===== config.mk =====
export PLATFORM = sky130hd
export DESIGN_NAME = countdown_display_ctrl
export DESIGN_NICKNAME = d
export VERILOG_FILES = /design/src/rtl/countdown_display_ctrl.sv
export SDC_FILE = /design/constraint.sdc
export NUM_CORES = 1
export LEC_CHECK = 0
export CAP_MARGIN = 20
export CORE_AREA = 2 2 95 97
export DETAILED_ROUTE_END_ITERATION = 8
export DIE_AREA = 0 0 97 99
export PLACE_DENSITY = 0.6
export SLEW_MARGIN = 5
export SYNTH_ARGS = -nofsm -noshare
export SYNTH_HDL_FRONTEND = slang
export SYNTH_SLANG_ARGS = --single-unit

===== constraint.sdc =====
create_clock -name clk -period 2.39 [get_ports clk]
set_clock_uncertainty 0.1 [all_clocks]
set_input_delay 0.478 -clock clk [delete_from_list [all_inputs] [get_ports clk]]
set_output_delay 0.478 -clock clk [all_outputs]
set_load 0.02 [all_outputs]

===== src/rtl/countdown_display_ctrl.sv =====
// countdown_display_ctrl
//
// Front-panel controller for a countdown game. It watches the start button
// and the timer's expired flag, issues a one-cycle start pulse to the
// countdown timer, and multiplexes a 4-digit active-low 7-segment display:
// dashes while idle, the remaining seconds while running, and a blinking
// "donE" once time has run out.
//
// Ports:
//   clk        in   1  system clock, rising-edge
//   rst_n      in   1  synchronous active-low reset
//   start_btn  in   1  debounced start button level
//   count      in   5  remaining seconds from the countdown timer (0..31)
//   gameover   in   1  countdown-expired level from the countdown timer
//   trigger    out  1  one-cycle start pulse to the countdown timer
//   seg        out  7  segments {g,f,e,d,c,b,a}, active-low
//   an         out  4  digit anodes, active-low, an[0] = rightmost digit
//   dp         out  1  decimal point, active-low, always off

`timescale 1ns/1ps

module countdown_display_ctrl #(
    parameter int unsigned SCAN_DIV  = 100000,
    parameter int unsigned BLINK_DIV = 25000000
) (
    input  logic       clk,
    input  logic       rst_n,
    input  logic       start_btn,
    input  logic [4:0] count,
    input  logic       gameover,
    output logic       trigger,
    output logic [6:0] seg,
    output logic [3:0] an,
    output logic       dp
);

    localparam logic [1:0] S_IDLE    = 2'd0;
    localparam logic [1:0] S_RUNNING = 2'd1;
    localparam logic [1:0] S_OVER    = 2'd2;

    localparam int unsigned SCAN_W  = (SCAN_DIV  > 1) ? $clog2(SCAN_DIV)  : 1;
    localparam int unsigned BLINK_W = (BLINK_DIV > 1) ? $clog2(BLINK_DIV) : 1;

    localparam logic [SCAN_W-1:0]  SCAN_LAST  = SCAN_W'(SCAN_DIV - 1);
    localparam logic [SCAN_W-1:0]  SCAN_ONE   = SCAN_W'(1);
    localparam logic [BLINK_W-1:0] BLINK_LAST = BLINK_W'(BLINK_DIV - 1);
    localparam logic [BLINK_W-1:0] BLINK_ONE  = BLINK_W'(1);

    localparam logic [6:0] SEG_BLANK = 7'h7F;
    localparam logic [6:0] SEG_DASH  = 7'b0111111;
    localparam logic [6:0] SEG_D     = 7'b0100001;
    localparam logic [6:0] SEG_O     = 7'b0100011;
    localparam logic [6:0] SEG_N     = 7'b0101011;
    localparam logic [6:0] SEG_E     = 7'b0000110;

    logic [1:0]         state_q, state_d;
    logic               trigger_q, trigger_d;
    logic               start_prev_q, start_prev_d;
    logic               go_prev_q, go_prev_d;
    logic [SCAN_W-1:0]  scan_cnt_q, scan_cnt_d;
    logic [1:0]         scan_idx_q, scan_idx_d;
    logic [BLINK_W-1:0] blink_cnt_q, blink_cnt_d;
    logic               blink_vis_q, blink_vis_d;
    logic [6:0]         seg_q, seg_d;
    logic [3:0]         an_q, an_d;
    logic               dp_q;

    logic       start_rise;
    logic       go_rise;
    logic [1:0] tens;
    logic [3:0] ones;
    logic [3:0] digit_an;

    function automatic logic [6:0] digit_to_seg(input logic [3:0] d);
        logic [6:0] s;
        case (d)
            4'd0:    s = 7'b1000000;
            4'd1:    s = 7'b1111001;
            4'd2:    s = 7'b0100100;
            4'd3:    s = 7'b0110000;
            4'd4:    s = 7'b0011001;
            4'd5:    s = 7'b0010010;
            4'd6:    s = 7'b0000010;
            4'd7:    s = 7'b1111000;
            4'd8:    s = 7'b0000000;
            4'd9:    s = 7'b0010000;
            default: s = 7'h7F;
        endcase
        return s;
    endfunction

    // The start "previous sample" powers up as 1 so a button that is already
    // held when reset releases is not mistaken for a fresh press.
    assign start_rise = start_btn & ~start_prev_q;
    assign go_rise    = gameover  & ~go_prev_q;

    // Control FSM. A start press in IDLE or OVER launches the timer; while
    // running only a fresh gameover edge matters, and it wins over a
    // simultaneous start press. The blink counter only runs while staying
    // in OVER, so every entry into OVER starts on a full visible phase.
    always_comb begin
        state_d      = state_q;
        trigger_d    = 1'b0;
        start_prev_d = start_btn;
        go_prev_d    = gameover;
        blink_cnt_d  = '0;
        blink_vis_d  = 1'b1;

        case (state_q)
            S_IDLE, S_OVER: begin
                if (start_rise) begin
                    state_d   = S_RUNNING;
                    trigger_d = 1'b1;
                end
            end
            S_RUNNING: begin
                if (go_rise) begin
                    state_d = S_OVER;
                end
            end
            default: state_d = S_IDLE;
        endcase

        if (state_q == S_OVER && state_d == S_OVER) begin
            if (blink_cnt_q == BLINK_LAST) begin
                blink_cnt_d = '0;
                blink_vis_d = ~blink_vis_q;
            end else begin
                blink_cnt_d = blink_cnt_q + BLINK_ONE;
                blink_vis_d = blink_vis_q;
            end
        end
    end

    // Digit scan: the index steps once per SCAN_DIV clocks, free-running in
    // every state so the multiplex rate never changes.
    always_comb begin
        scan_cnt_d = scan_cnt_q + SCAN_ONE;
        scan_idx_d = scan_idx_q;
        if (scan_cnt_q == SCAN_LAST) begin
            scan_cnt_d = '0;
            scan_idx_d = scan_idx_q + 2'd1;
        end
    end

    // Split the 0..31 seconds value into tens and ones with compares rather
    // than a divider.
    always_comb begin
        tens = 2'd0;
        ones = count[3:0];
        if (count >= 5'd30) begin
            tens = 2'd3;
            ones = 4'(count - 5'd30);
        end else if (count >= 5'd20) begin
            tens = 2'd2;
            ones = 4'(count - 5'd20);
        end else if (count >= 5'd10) begin
            tens = 2'd1;
            ones = 4'(count - 5'd10);
        end
    end

    // Display content for the digit currently being scanned. A blank digit
    // keeps all anodes off as well as all segments.
    always_comb begin
        digit_an = ~(4'b0001 << scan_idx_q);
        seg_d    = SEG_BLANK;
        an_d     = 4'b1111;

        case (state_q)
            S_IDLE: begin
                seg_d = SEG_DASH;
                an_d  = digit_an;
            end
            S_RUNNING: begin
                if (scan_idx_q == 2'd0) begin
                    seg_d = digit_to_seg(ones);
                    an_d  = digit_an;
                end else if (scan_idx_q == 2'd1 && tens != 2'd0) begin
                    seg_d = digit_to_seg({2'b00, tens});
                    an_d  = digit_an;
                end
            end
            S_OVER: begin
                if (blink_vis_q) begin
                    an_d = digit_an;
                    case (scan_idx_q)
                        2'd0:    seg_d = SEG_E;
                        2'd1:    seg_d = SEG_N;
                        2'd2:    seg_d = SEG_O;
                        default: seg_d = SEG_D;
                    endcase
                end
            end
            default: begin
                seg_d = SEG_BLANK;
                an_d  = 4'b1111;
            end
        endcase
    end

    // All state and outputs registered; reset blanks the display and returns
    // to IDLE without emitting a trigger.
    always_ff @(posedge clk) begin
        if (!rst_n) begin
            state_q      <= S_IDLE;
            trigger_q    <= 1'b0;
            start_prev_q <= 1'b1;
            go_prev_q    <= 1'b0;
            scan_cnt_q   <= '0;
            scan_idx_q   <= 2'd0;
            blink_cnt_q  <= '0;
            blink_vis_q  <= 1'b1;
            seg_q        <= SEG_BLANK;
            an_q         <= 4'b1111;
            dp_q         <= 1'b1;
        end else begin
            state_q      <= state_d;
            trigger_q    <= trigger_d;
            start_prev_q <= start_prev_d;
            go_prev_q    <= go_prev_d;
            scan_cnt_q   <= scan_cnt_d;
            scan_idx_q   <= scan_idx_d;
            blink_cnt_q  <= blink_cnt_d;
            blink_vis_q  <= blink_vis_d;
            seg_q        <= seg_d;
            an_q         <= an_d;
            dp_q         <= 1'b1;
        end
    end

    assign trigger = trigger_q;
    assign seg     = seg_q;
    assign an      = an_q;
    assign dp      = dp_q;

endmodule


# Word level (Yosys, flattened, before mapping)
# Memory sizes are Yosys's and may differ from the RTL's.
# Index checks and enable logic that the tools add are counted.
[word_totals] mem_count=1 in_bits=9 mem_bits_ro=112 latch_bits=0 ram_bits=0 register_bits=61
[mem_list] name="(no name shown)" words=16 word_bits=7 read_ports=1 rd_ports_with_merged_regs=0 wr=0 line="76" text="case (d)"
[classes] n_div=0 reduce_logical=11 n_shift=1 n_lt_le_gt_ge=3 add_sub_neg=6 n_bitwise=8 eq_ne=10 muxes=20 multipliers=0
[op_table] op="7-bit one-hot mux with 4 select lines" n=1
[op_table] op="25-bit by 1-bit adder with 25-bit output, second input constant" n=1
[op_table] op="25-bit == test, second input constant" n=1
[op_table] op="4-bit 2-to-1 mux" n=6
[op_table] op="7-bit 2-to-1 mux" n=3
[op_table] op="7-bit one-hot mux with 3 select lines" n=1
[op_table] op="6-bit one-hot mux with 3 select lines" n=1
[op_table] op="17-bit by 1-bit adder with 17-bit output, second input constant" n=1
[op_table] op="17-bit == test, second input constant" n=1
[op_table] op="4-bit one-hot mux with 3 select lines" n=1
[op_table] op="2-bit == test, second input constant" n=5
[op_table] op="5-bit >= comparator, second input constant" n=2
[op_table] op="2-bit 2-to-1 mux" n=4
[op_table] op="4-bit subtractor, second input constant" n=2
[op_table] op="2-bit by 1-bit == test with 1-bit output, second input constant" n=3
[op_table] op="2-bit logical NOT" n=3
[op_table] op="5-bit by 4-bit >= comparator with 1-bit output, second input constant" n=1
[op_table] op="1-bit NOT" n=5
[op_table] op="4-bit NOT" n=1
[op_table] op="2-bit one-hot mux with 2 select lines" n=1
[op_table] op="2-bit AND reduction" n=2
[op_table] op="2-bit OR reduction" n=2
[op_table] op="1-bit by 2-bit << shifter with 4-bit output, first input constant" n=1
[op_table] op="4-bit by 3-bit subtractor with 4-bit output, second input constant" n=1
[op_table] op="other kinds (6)" n=9

# Depth between registers and ports, before layout
# Gate-level depths: netlist of the first run.
[logic_depth] word_depth=9 ltp_mapped=12 mapped_depth_nobuf=12

# Least setup slack after synthesis of the first run
# No wires, ideal clock.
[synth_path] path_kind="in2reg" start="input count[1]" end="register seg_q[1], in the netlist seg[1]" setup_slack_ps=-5 setup_ps=137 n_path_buf=0 cell_stages=10 arrival_ps=2158 cell_sequence="ha_1 and3_2 or2_4 a21oi_2 xnor2_2 inv_2 ha_1 inv_1 o221ai_1 o211ai_1"
[synth_via] elab_chain_len=9
[synth_lines] element="start: declaration" line="29" text="input logic [4:0] count,"
[synth_lines] element="parallel branches: the longest is 7 deep, another holds memory read 16 x 7 bit"
[synth_lines] element="7-bit 2-to-1 mux *" line="176" text="if (scan_idx_q == 2'd0) begin"
[synth_lines] element="7-bit one-hot mux with 3 select lines *" line="170" text="case (state_q)"
[synth_lines] element="end signal: assignment" line="226" text="seg_q <= seg_d;"
[synth_lines] element="end: declaration" line="64" text="logic [6:0] seg_q, seg_d;"
# Every way passes the cells marked *.
# A chain may end at the register's enable or synchronous reset.

# Worst setup path after layout of the first run
[layout_path] start="input count[1]" end="register seg_q[3], in the netlist seg[3]"
[layout_via] elab_chain_len=9
[layout_lines] element="5-bit by 4-bit >= comparator with 1-bit output" line="157" text="end else if (count >= 5'd10) begin"
[layout_lines] element="1-bit 2-to-1 mux" line="157"
[layout_lines] element="2-bit 2-to-1 mux" line="154" text="end else if (count >= 5'd20) begin"
[layout_lines] element="2-bit 2-to-1 mux" line="151" text="if (count >= 5'd30) begin"
[layout_lines] element="2-bit == test (tied with other cells)" line="76"
[layout_lines] element="7-bit one-hot mux with 4 select lines / 1-bit logical AND (equally long branches)" line="76, 179"
[layout_lines] element="7-bit 2-to-1 mux" line="179" text="end else if (scan_idx_q == 2'd1 && tens != 2'd0) begin"
[layout_lines] element="7-bit 2-to-1 mux *" line="176"
[layout_lines] element="7-bit one-hot mux with 3 select lines *" line="170"
# Every way passes the cells marked *; elsewhere a longest branch is shown, timed or not. The select of a mux whose other input is x is not followed.

==> metrics, run 1 <==
status finished, final reports clean; Post-synth ARST share 0%; Seq/Total Area, Yosys between 30% and 40%; n_diodes 0; Die H between 90 and 100 um; core area between 0.008 and 0.009 mm2; most numerous cell in the Yosys netlist nor2_1; # DRC 0; clk buf depth 2; nature of the critical path startpoint primary input; Placed Area ~0.0038 mm2; Hold Vio Cnt, Final 0; worst slew pin tran approximately 580 ps; max_cap viols 0; Fin Setup TNS 0 ps; clock sink count 61; pre-CTS setup slack -551 ps; IO Port Bufs 20; Initial Util 37.3%; pin count of the biggest net entering global routing 26; drt total wl about 6700 um; vias in the first global route roughly 2600; PwrDens approximately 560 mW/mm2; gr usage total around 15%; HPWL Detailed slightly below 5000 um; H-tree levels 3; critical path arrival 2450 ps; Rows 34; CP max FO 5; die width 97 um; Critical Path End Type register; Top Ports 22; share of layout cells above drive strength 1 18.2%; Hold Startpoint scan_cnt_q[0]$_SDFF_PP0_; worst vdd ir a little over 0.2 mV; Cell Area, Synth 0.00319 mm2; CTS root buf clkbuf_8; largest area contributor in the synthesized netlist dfxtp_1; initial antenna violation count 0; dominant synthesized flop cell dfxtp_1; Hold WC Path Type reg -> reg; RSZ-0062 raised after global routing true; synthesis-to-finish area growth 26.2%; Yosys top cell area share approximately two fifths; main area contributors after synthesis dfxtp_1 (38%), nor2_1 (7.3%), ha_1 (6.3%); Detailed Routing Iterations Pass 1 4; Pins Over Slew Limit 0; Post-synth EDFFs 0; crit path from count[1]; first-pass GRT wire length between 10000 and 15000 um; Final Setup Violations 0; initial drt markers a little over 80; Clock transition at path regs roughly 60 ps; post-route minimum period 2330 ps; synthesized area per cell 8.63 um2; RR Startpoint scan_idx_q[0]$_SDFFE_PN0P_; cts bufs inserted 9; Clock Latency Late Sink ~340 ps; ANT nets after route 0; final worst slack about 57 ps; placer congestion estimate between 0.8 and 0.9; setup slack, reg-to-reg ~360 ps; fmax approximately 0.43 GHz; final net count around 450; Die ar. between 0.009 and 0.01 mm2; fin crit share approximately 98%; Setup CP Type in -> reg; Slew headroom 61.3%; Synth cell types 61; Gate Count Post-Synth between 300 and 400; grt total ovfl 0; P_leak 1.52 nW; Synth Warn # 0; Via density 4.91; wire per inst ~12 um; fin area a little over 0.004 mm2; Worst EP required between 2000 and 3000 ps; Synth Register Bits a little over 60; via count approximately 2700; Post-synth top cells nor2_1 (62), dfxtp_1 (61), nand3_1 (25); CTS hold repair buffers 0; syn_nets approximately 400; CTS tree done
-- metrics by stage --
step | power, mW | util [%] | hold slack (ps) | instances
after detailed placement | 1.33 | 44.1 | 335 | 523
after CTS | 2.28 | 46.7 | 351 | 541
after global placement | 1.34 | 44.1 | 329 | 523
after global routing | 2.37 | 47.1 | 362 | 542
final | 2.27 | 47.1 | 346 | 542
after floorplan | 1.21 | - | 318 | 370
-- critical path, cell delays in order --
cell and delay [ps]:
dlygate4sd2_1 290, ha_2 210, and3_2 220, or2_4 260, a21oi_4 160, xnor2_2 140, inv_2 100, ha_1 290
inv_2 70, a21oi_1 40, o21ai_1 110, nand3_1 80
-- cell families after synthesis --
group / count (synthesis) / synth area share (%)
AND/OR/NAND/NOR: 176 / 28.3
flip-flops: 61 / 38.2
AO/OA/AOI/OAI: 46 / 11.4
XOR/XNOR: 42 / 11.8
buffers and inverters: 26 / 3.37
adder cells (fa/ha/maj): 16 / 6.27
multiplexers: 2 / 0.627
other: 1 / 0.117
-- cell type report --
class | instances | area [um2]
clock inverters | 3 | 43.8
flip-flops and latches | 61 | 1220
inverters | 15 | 56.3
well taps | 108 | 135
clock buffers | 13 | 159
multi-input cells | 283 | 1910
fillers | 837 | 4520
repair buffers | 59 | 503
-- layer usage --
| layer | wire, um | track usage, % |
|---|---|---|
| met1 | 3280 | 18.9 |
| met2 | 3070 | 23.9 |
| met3 | 182 | 2.91 |
| met4 | 131 | 6.83 |
| met5 | 0 | 0 |
-- cells in the final DEF, fill, tap and decap left out, drive strengths merged, types with 3 or more instances in the layout --
master          n
and2            6
dlygate4sd2     4
clkbuf         13
nand4           4
nand2          23
inv            15
xor2           20
nor2           63
nand3          25
or2             3
clkdlybuf4s50  15
a2111oi         3
nand3b          4
dfxtp          61
a21oi          10
buf            39
nand2b         12
and4            3
xnor2          22
ha             16
o211ai          3
nor4            6
nor3            5
and3           14
a31oi           5
o21ai           9
-- where the power goes --
part	total (mW)	internal, mW	switching [mW]
combinational	0.295	0.144	0.151
clock	0.940	0.540	0.400
sequential	1.04	1.03	0.00803
-- worst paths after layout --
path                                            endpoint  cells after the start
worst min-delay path            scan_cnt_q[0]$_SDFF_PP0_                      1
worst max-delay path                   seg[3]$_SDFF_PN1_                     12
worst max register to register         seg[3]$_SDFF_PN1_                      8
worst min register to register  scan_cnt_q[0]$_SDFF_PP0_                      1
-- state kept, by name (all words and copies together), names as in the netlist --
name	flops
seg	7
state_q	2
scan_cnt_q	17
an	4
start_prev_q	1
blink_cnt_q	25
scan_idx_q	2
blink_vis_q	1
go_prev_q	1
trigger	1
-- what timing repair did --
action / CTS / global route
endpoints found under the setup margin: 7 / 6
setup buffers: 2 / 1
resized for setup: 9 / 6
endpoints found under the hold margin: 0 / 0
pin swaps: 3 / 4
(Power assumes the default switching activity.)
==> run 2: changes to the inputs <==
--- a/config.mk
+++ b/config.mk
@@ -6,10 +6,11 @@
 export NUM_CORES = 1
 export LEC_CHECK = 0
 export CAP_MARGIN = 20
-export CORE_AREA = 2 2 95 97
+export CORE_AREA = 2 2 81 83
 export DETAILED_ROUTE_END_ITERATION = 8
-export DIE_AREA = 0 0 97 99
-export PLACE_DENSITY = 0.6
+export DIE_AREA = 0 0 83 85
+export PLACE_DENSITY = 0.77
+export SKIP_LAST_GASP = 1
 export SLEW_MARGIN = 5
 export SYNTH_ARGS = -nofsm -noshare
 export SYNTH_HDL_FRONTEND = slang
==> metrics, run 2 (synthesis results as in run 1) <==
nature of the critical path startpoint primary input; critical path arrival approximately 2400 ps; Hold Vio Cnt, Final 0; Pins Over Slew Limit 0; clk buf depth 2; P_leak 1.51 nW; Hold Path Depth 1; CP bufs+invs 3; commonest cells after routing, fill and taps aside nor2_1 (62), dfxtp_1 (61), buf_4 (42); initial drt markers approximately 140; PwrDens between 500 and 600 mW/mm2; Levels on crit path 11; R2R depth 8; first-pass GRT wire length 11800 um; wire per inst about 13 um; IO Port Bufs 20; clock sink count 61; Detailed Routing Iterations Pass 1 4; via count between 2000 and 3000; Critical Path End Type register; Rows 29; fin crit share between 90 and 100%; worst r2r dst seg[6]$_SDFF_PN1_; CTS hold repair buffers 0; cts bufs inserted 9; Via density 5.39; placer congestion estimate slightly below 0.9; synthesis-to-finish area growth 24.0%; Final Setup Violations 0; Die H between 80 and 90 um; initial antenna violation count 0; ANT nets after route 0; CTS root buf clkbuf_8; Clock power frac about two fifths; worst path cell trace dlygate4sd2_1, ha_2, and4b_4, or2_4, a21oi_4, xnor2_2, inv_2, ha_1, inv_1, o221ai_1, o211ai_1; Seq pwr share between 40% and 50%; setup slack, reg-to-reg 390 ps; Slew headroom approximately 62%; RSZ-0062 raised after global routing false; die width 83 um; Initial Util around half; hold slack between 300 and 400 ps; Int Power 1.66 mW; H-tree levels 3; pin count of the biggest net entering global routing 26; fmax 0.436 GHz; max reg flops 25; # DRC 0; Clock Latency Late Sink approximately 350 ps; final net count between 400 and 500; drt total wl between 6000 and 7000 um; Clock transition at path regs about 70 ps; area of the multi-input gates around 0.0019 mm2; switch share between 20% and 30%; combinational share of power 13.1%; P_sw about 590 uW; commonest non-fill, non-tap cell in the layout nor2_1; RR Startpoint scan_idx_q[1]$_SDFFE_PN0P_; fin area approximately 0.004 mm2; gr usage total between 20% and 30%; Slowest-stage cell, CP or2_4; Biggest register blink_cnt_q; Die ar. 0.00706 mm2; core area 0.00620 mm2; HPWL Detailed ~5000 um; CP max FO 5; critical path's top delay family simple AND/OR/NAND/NOR gates; grt total ovfl 0; status finished, final reports clean; Seq. cell area 0.00122 mm2; Critical path destination seg[1]$_SDFF_PN1_; Worst EP required about 2500 ps; max_cap viols 0; n_diodes 0; post-route minimum period around 2300 ps; Hold WC Path Type reg -> reg; share of layout cells above drive strength 1 roughly a fifth; vias in the first global route approximately 2700; worst slew pin tran around 570 ps; worst vdd ir about 0.65 mV; Top Ports 22; Setup CP Type in -> reg; CTS tree done; Critical Path Max Stage Delay ~270 ps; Placed Area roughly 0.0037 mm2; filler instances about 500; crit path from count[3]
## run 2: cell count changes in the layout (fill, tap and decap cells not counted), moves of 2 or more
cell        change
buf_4           +4
clkbuf_1        -2
clkbuf_2        +2
clkbuf_8        -2
clkinvlp_4      +2
inv_6           +2
## run 2: repair_timing
item,4_1_cts,5_1_grt
resized for setup,9,8
setup buffers,4,1
pin swaps,3,1
setup endpoints to repair,7,7
gates cloned,0,0
## run 2: how the worst min path moves through the flow
stage / from / slack, ps / end
2_1_floorplan: scan_cnt_q[0]$_SDFF_PP0_ / 320 / scan_cnt_q[0]$_SDFF_PP0_
3_3_place_gp: scan_cnt_q[0]$_SDFF_PP0_ / 330 / scan_cnt_q[0]$_SDFF_PP0_
3_5_place_dp: scan_cnt_q[0]$_SDFF_PP0_ / 350 / scan_cnt_q[0]$_SDFF_PP0_
4_1_cts: scan_cnt_q[0]$_SDFF_PP0_ / 370 / scan_cnt_q[0]$_SDFF_PP0_
5_1_grt: scan_cnt_q[0]$_SDFF_PP0_ / 390 / scan_cnt_q[0]$_SDFF_PP0_
6_report: scan_cnt_q[0]$_SDFF_PP0_ / 360 / scan_cnt_q[0]$_SDFF_PP0_
## run 2: power groups by stage
stage          Clock, mW  Combinational, mW  Sequential (mW)
6_report           0.911              0.293             1.04
5_1_grt            0.976              0.317             1.04
4_1_cts            0.931              0.282             1.04
3_5_place_dp           0              0.273             1.06
3_3_place_gp           0              0.268             1.06
2_1_floorplan          0              0.145             1.07
## run 2: through the flow
step           TNS, ps  instances  util (%)  setup WS (ps)  power (mW)
6_report             0        514      63.8           95.4        2.24
3_5_place_dp     -4190        493      60.0           -626        1.34
2_1_floorplan        0        370         -           16.1        1.21
3_3_place_gp     -3410        493      60.0           -523        1.33
5_1_grt              0        514      63.8           8.60        2.33
4_1_cts              0        513      63.7           7.56        2.25
## run 2: layer usage
| layer | global-route usage (%) | wire, um | vias up |
|---|---|---|---|
| li1 | - | - | 1399 |
| met1 | 23.9 | 3070 | 1282 |
| met3 | 5.35 | 317 | 12 |
| met5 | 0 | 0 | - |
| met2 | 34.2 | 3390 | 79 |
| met4 | 9.84 | 121 | 0 |
## run 2: layout make-up
class / instances / share of cell area (%)
multi-input combinational: 283 / 47.7
inverter: 15 / 1.42
tap: 77 / 2.43
timing repair buffer: 62 / 12.7
clock inverter: 7 / 1.83
clock buffer: 9 / 3.13
sequential: 61 / 30.8
## run 2: worst register-to-register path, stage by stage, from the launching register on
cell	delay (ps)
dfxtp_1	400
inv_1	100
ha_1	200
nand2b_1	180
o21ai_0	200
buf_4	150
a21oi_1	50
a2111oi_1	410
a31oi_1	80
==> run 3: changes to the inputs <==
==> constraint.sdc (replaced) <==
create_clock -name clk -period 2.39 [get_ports clk]
set_clock_uncertainty 0.1 [all_clocks]
set_input_delay 0.239 -clock clk [delete_from_list [all_inputs] [get_ports clk]]
set_output_delay 0.239 -clock clk [all_outputs]
set_load 0.02 [all_outputs]
==> metrics, run 3 (synthesis results as in run 1) <==
status finished, final reports clean; IO Port Bufs 20; post-route minimum period 2230 ps; Hold WC Path Type reg -> reg; Top Ports 22; fin crit share approximately 93%; Worst EP required 2510 ps; grt total ovfl 0; Clock transition at path regs 70 ps; non-filler cells, final a little over 500; commonest non-fill, non-tap cell in the layout nor2_1; drt total wl 6840 um; GR Util met3 just under 5%; RSZ-0062 raised after global routing false; HPWL Detailed 4840 um; die width 83 um; H-tree levels 3; PwrDens approximately 550 mW/mm2; post-cts resize count 0; area of the multi-input gates approximately 0.0019 mm2; final net count 450; Die ar. around 0.0071 mm2; share of layout cells above drive strength 1 between 15 and 20%; Rows 29; Initial Util approximately 51%; most used routing layer met2; clk buf depth 2; n_diodes 0; placer congestion estimate around 0.9; critical path's top delay family buffers and inverters; worst slew pin tran between 500 and 600 ps; Levels on crit path 11; CP bufs+invs 3; Setup CP Type in -> reg; worst path cell trace clkdlybuf4s50_1, ha_1, and4b_4, or2_4, a21oi_4, xnor2_2, inv_2, ha_1, inv_1, o221ai_1, o211ai_1; first-pass GRT wire length 11600 um; worst vdd ir approximately 0.39 mV; Slew headroom ~62%; filler instances slightly above 500; commonest cells after routing, fill and taps aside nor2_1 (62), dfxtp_1 (61), buf_4 (35); Placed Cells 491; CTS hold repair buffers 0; ANT nets after route 0; Fin Setup TNS 0 ps; synthesis-to-finish area growth 22.6%; Critical Path Max Stage Delay approximately 430 ps; Seq. cell area 0.00122 mm2; gr usage total about a fifth; nature of the critical path startpoint primary input; cts bufs inserted 9; fmax between 0.4 and 0.5 GHz; core area 0.00620 mm2; vias in the first global route about 2600; Clock Latency Late Sink 340 ps; Via density between 5 and 6; Critical Path End Type register; wire per inst ~13 um; CP max FO 6; Critical path destination seg[1]$_SDFF_PN1_; Final Power 2.14 mW; R2R depth 9; CTS root buf clkbuf_8; crit path from count[3]; Pins Over Slew Limit 0; initial drt markers between 150 and 200; initial antenna violation count 0; met1 usage 23.6%; Die H approximately 85 um; fin area a little under 0.004 mm2; cell mode on critical path ha_1; Biggest register blink_cnt_q; max_cap viols 0; # DRC 0; final core occ around 63%; worst r2r dst seg[6]$_SDFF_PN1_; total setup buffers inserted after CTS 0; pin count of the biggest net entering global routing 26; critical path arrival about 2400 ps; max reg flops 25; Final Setup Violations 0; Detailed Routing Iterations Pass 1 4; via count 2694; clock sink count 61; CTS tree done; P_leak roughly 1.5 nW; RR Startpoint scan_idx_q[1]$_SDFFE_PN0P_; Placed Area approximately 0.0037 mm2; met2 Use GR about a third; setup slack, reg-to-reg about 240 ps; Slowest-stage cell, CP clkdlybuf4s50_1; Hold Vio Cnt, Final 0
==> run 3: cell types whose count changed in the layout (fill, tap and decap cells not counted), sizes merged, moves of 2 or more <==
cell,change
dlygate4sd2,-3
clkinv,+3
dlymetal6s2s,+2
clkinvlp,-2
buf,-7
clkdlybuf4s50,+3
==> run 3: metal layers <==
metal | wire length (um) | vias to the layer above
met5 | 0 | -
met4 | 201 | 0
met3 | 268 | 18
met2 | 3330 | 64
met1 | 3050 | 1241
li1 | - | 1371
==> run 3: report_power, final <==
| part | switching, mW | total [mW] | internal (mW) | leakage (nW) |
|---|---|---|---|---|
| sequential | 0.00871 | 1.04 | 1.03 | 0.494 |
| clock | 0.419 | 0.821 | 0.402 | 0.0962 |
| combinational | 0.147 | 0.283 | 0.136 | 0.905 |
==> run 3: area by class of cell <==
type                            instances  share of cell area, %
Clock buffer                           10                   3.51
Inverter                               15                   1.44
Multi-Input combinational cell        283                   48.5
Timing Repair Buffer                   55                   11.9
Clock inverter                          6                  0.958
Tap cell                               77                   2.46
Sequential cell                        61                   31.2
==> run 3: worst min path at each step <==
stage,start,to,slack [ps],depth (start not counted)
2_1_floorplan,start_btn,start_prev_q$_SDFF_PN1_,240,1
3_3_place_gp,scan_cnt_q[0]$_SDFF_PP0_,scan_cnt_q[0]$_SDFF_PP0_,330,1
3_5_place_dp,scan_cnt_q[0]$_SDFF_PP0_,scan_cnt_q[0]$_SDFF_PP0_,340,1
4_1_cts,scan_cnt_q[0]$_SDFF_PP0_,scan_cnt_q[0]$_SDFF_PP0_,350,1
5_1_grt,scan_cnt_q[0]$_SDFF_PP0_,scan_cnt_q[0]$_SDFF_PP0_,390,1
6_report,scan_cnt_q[0]$_SDFF_PP0_,scan_cnt_q[0]$_SDFF_PP0_,350,1
==> run 3: through the flow <==
step / setup WS (ps) / hold slack, ps
floorplan: 234 / 240
global placement: -292 / 328
detailed placement: -344 / 342
CTS: 17.3 / 354
global route: 34.6 / 389
finish: 162 / 350
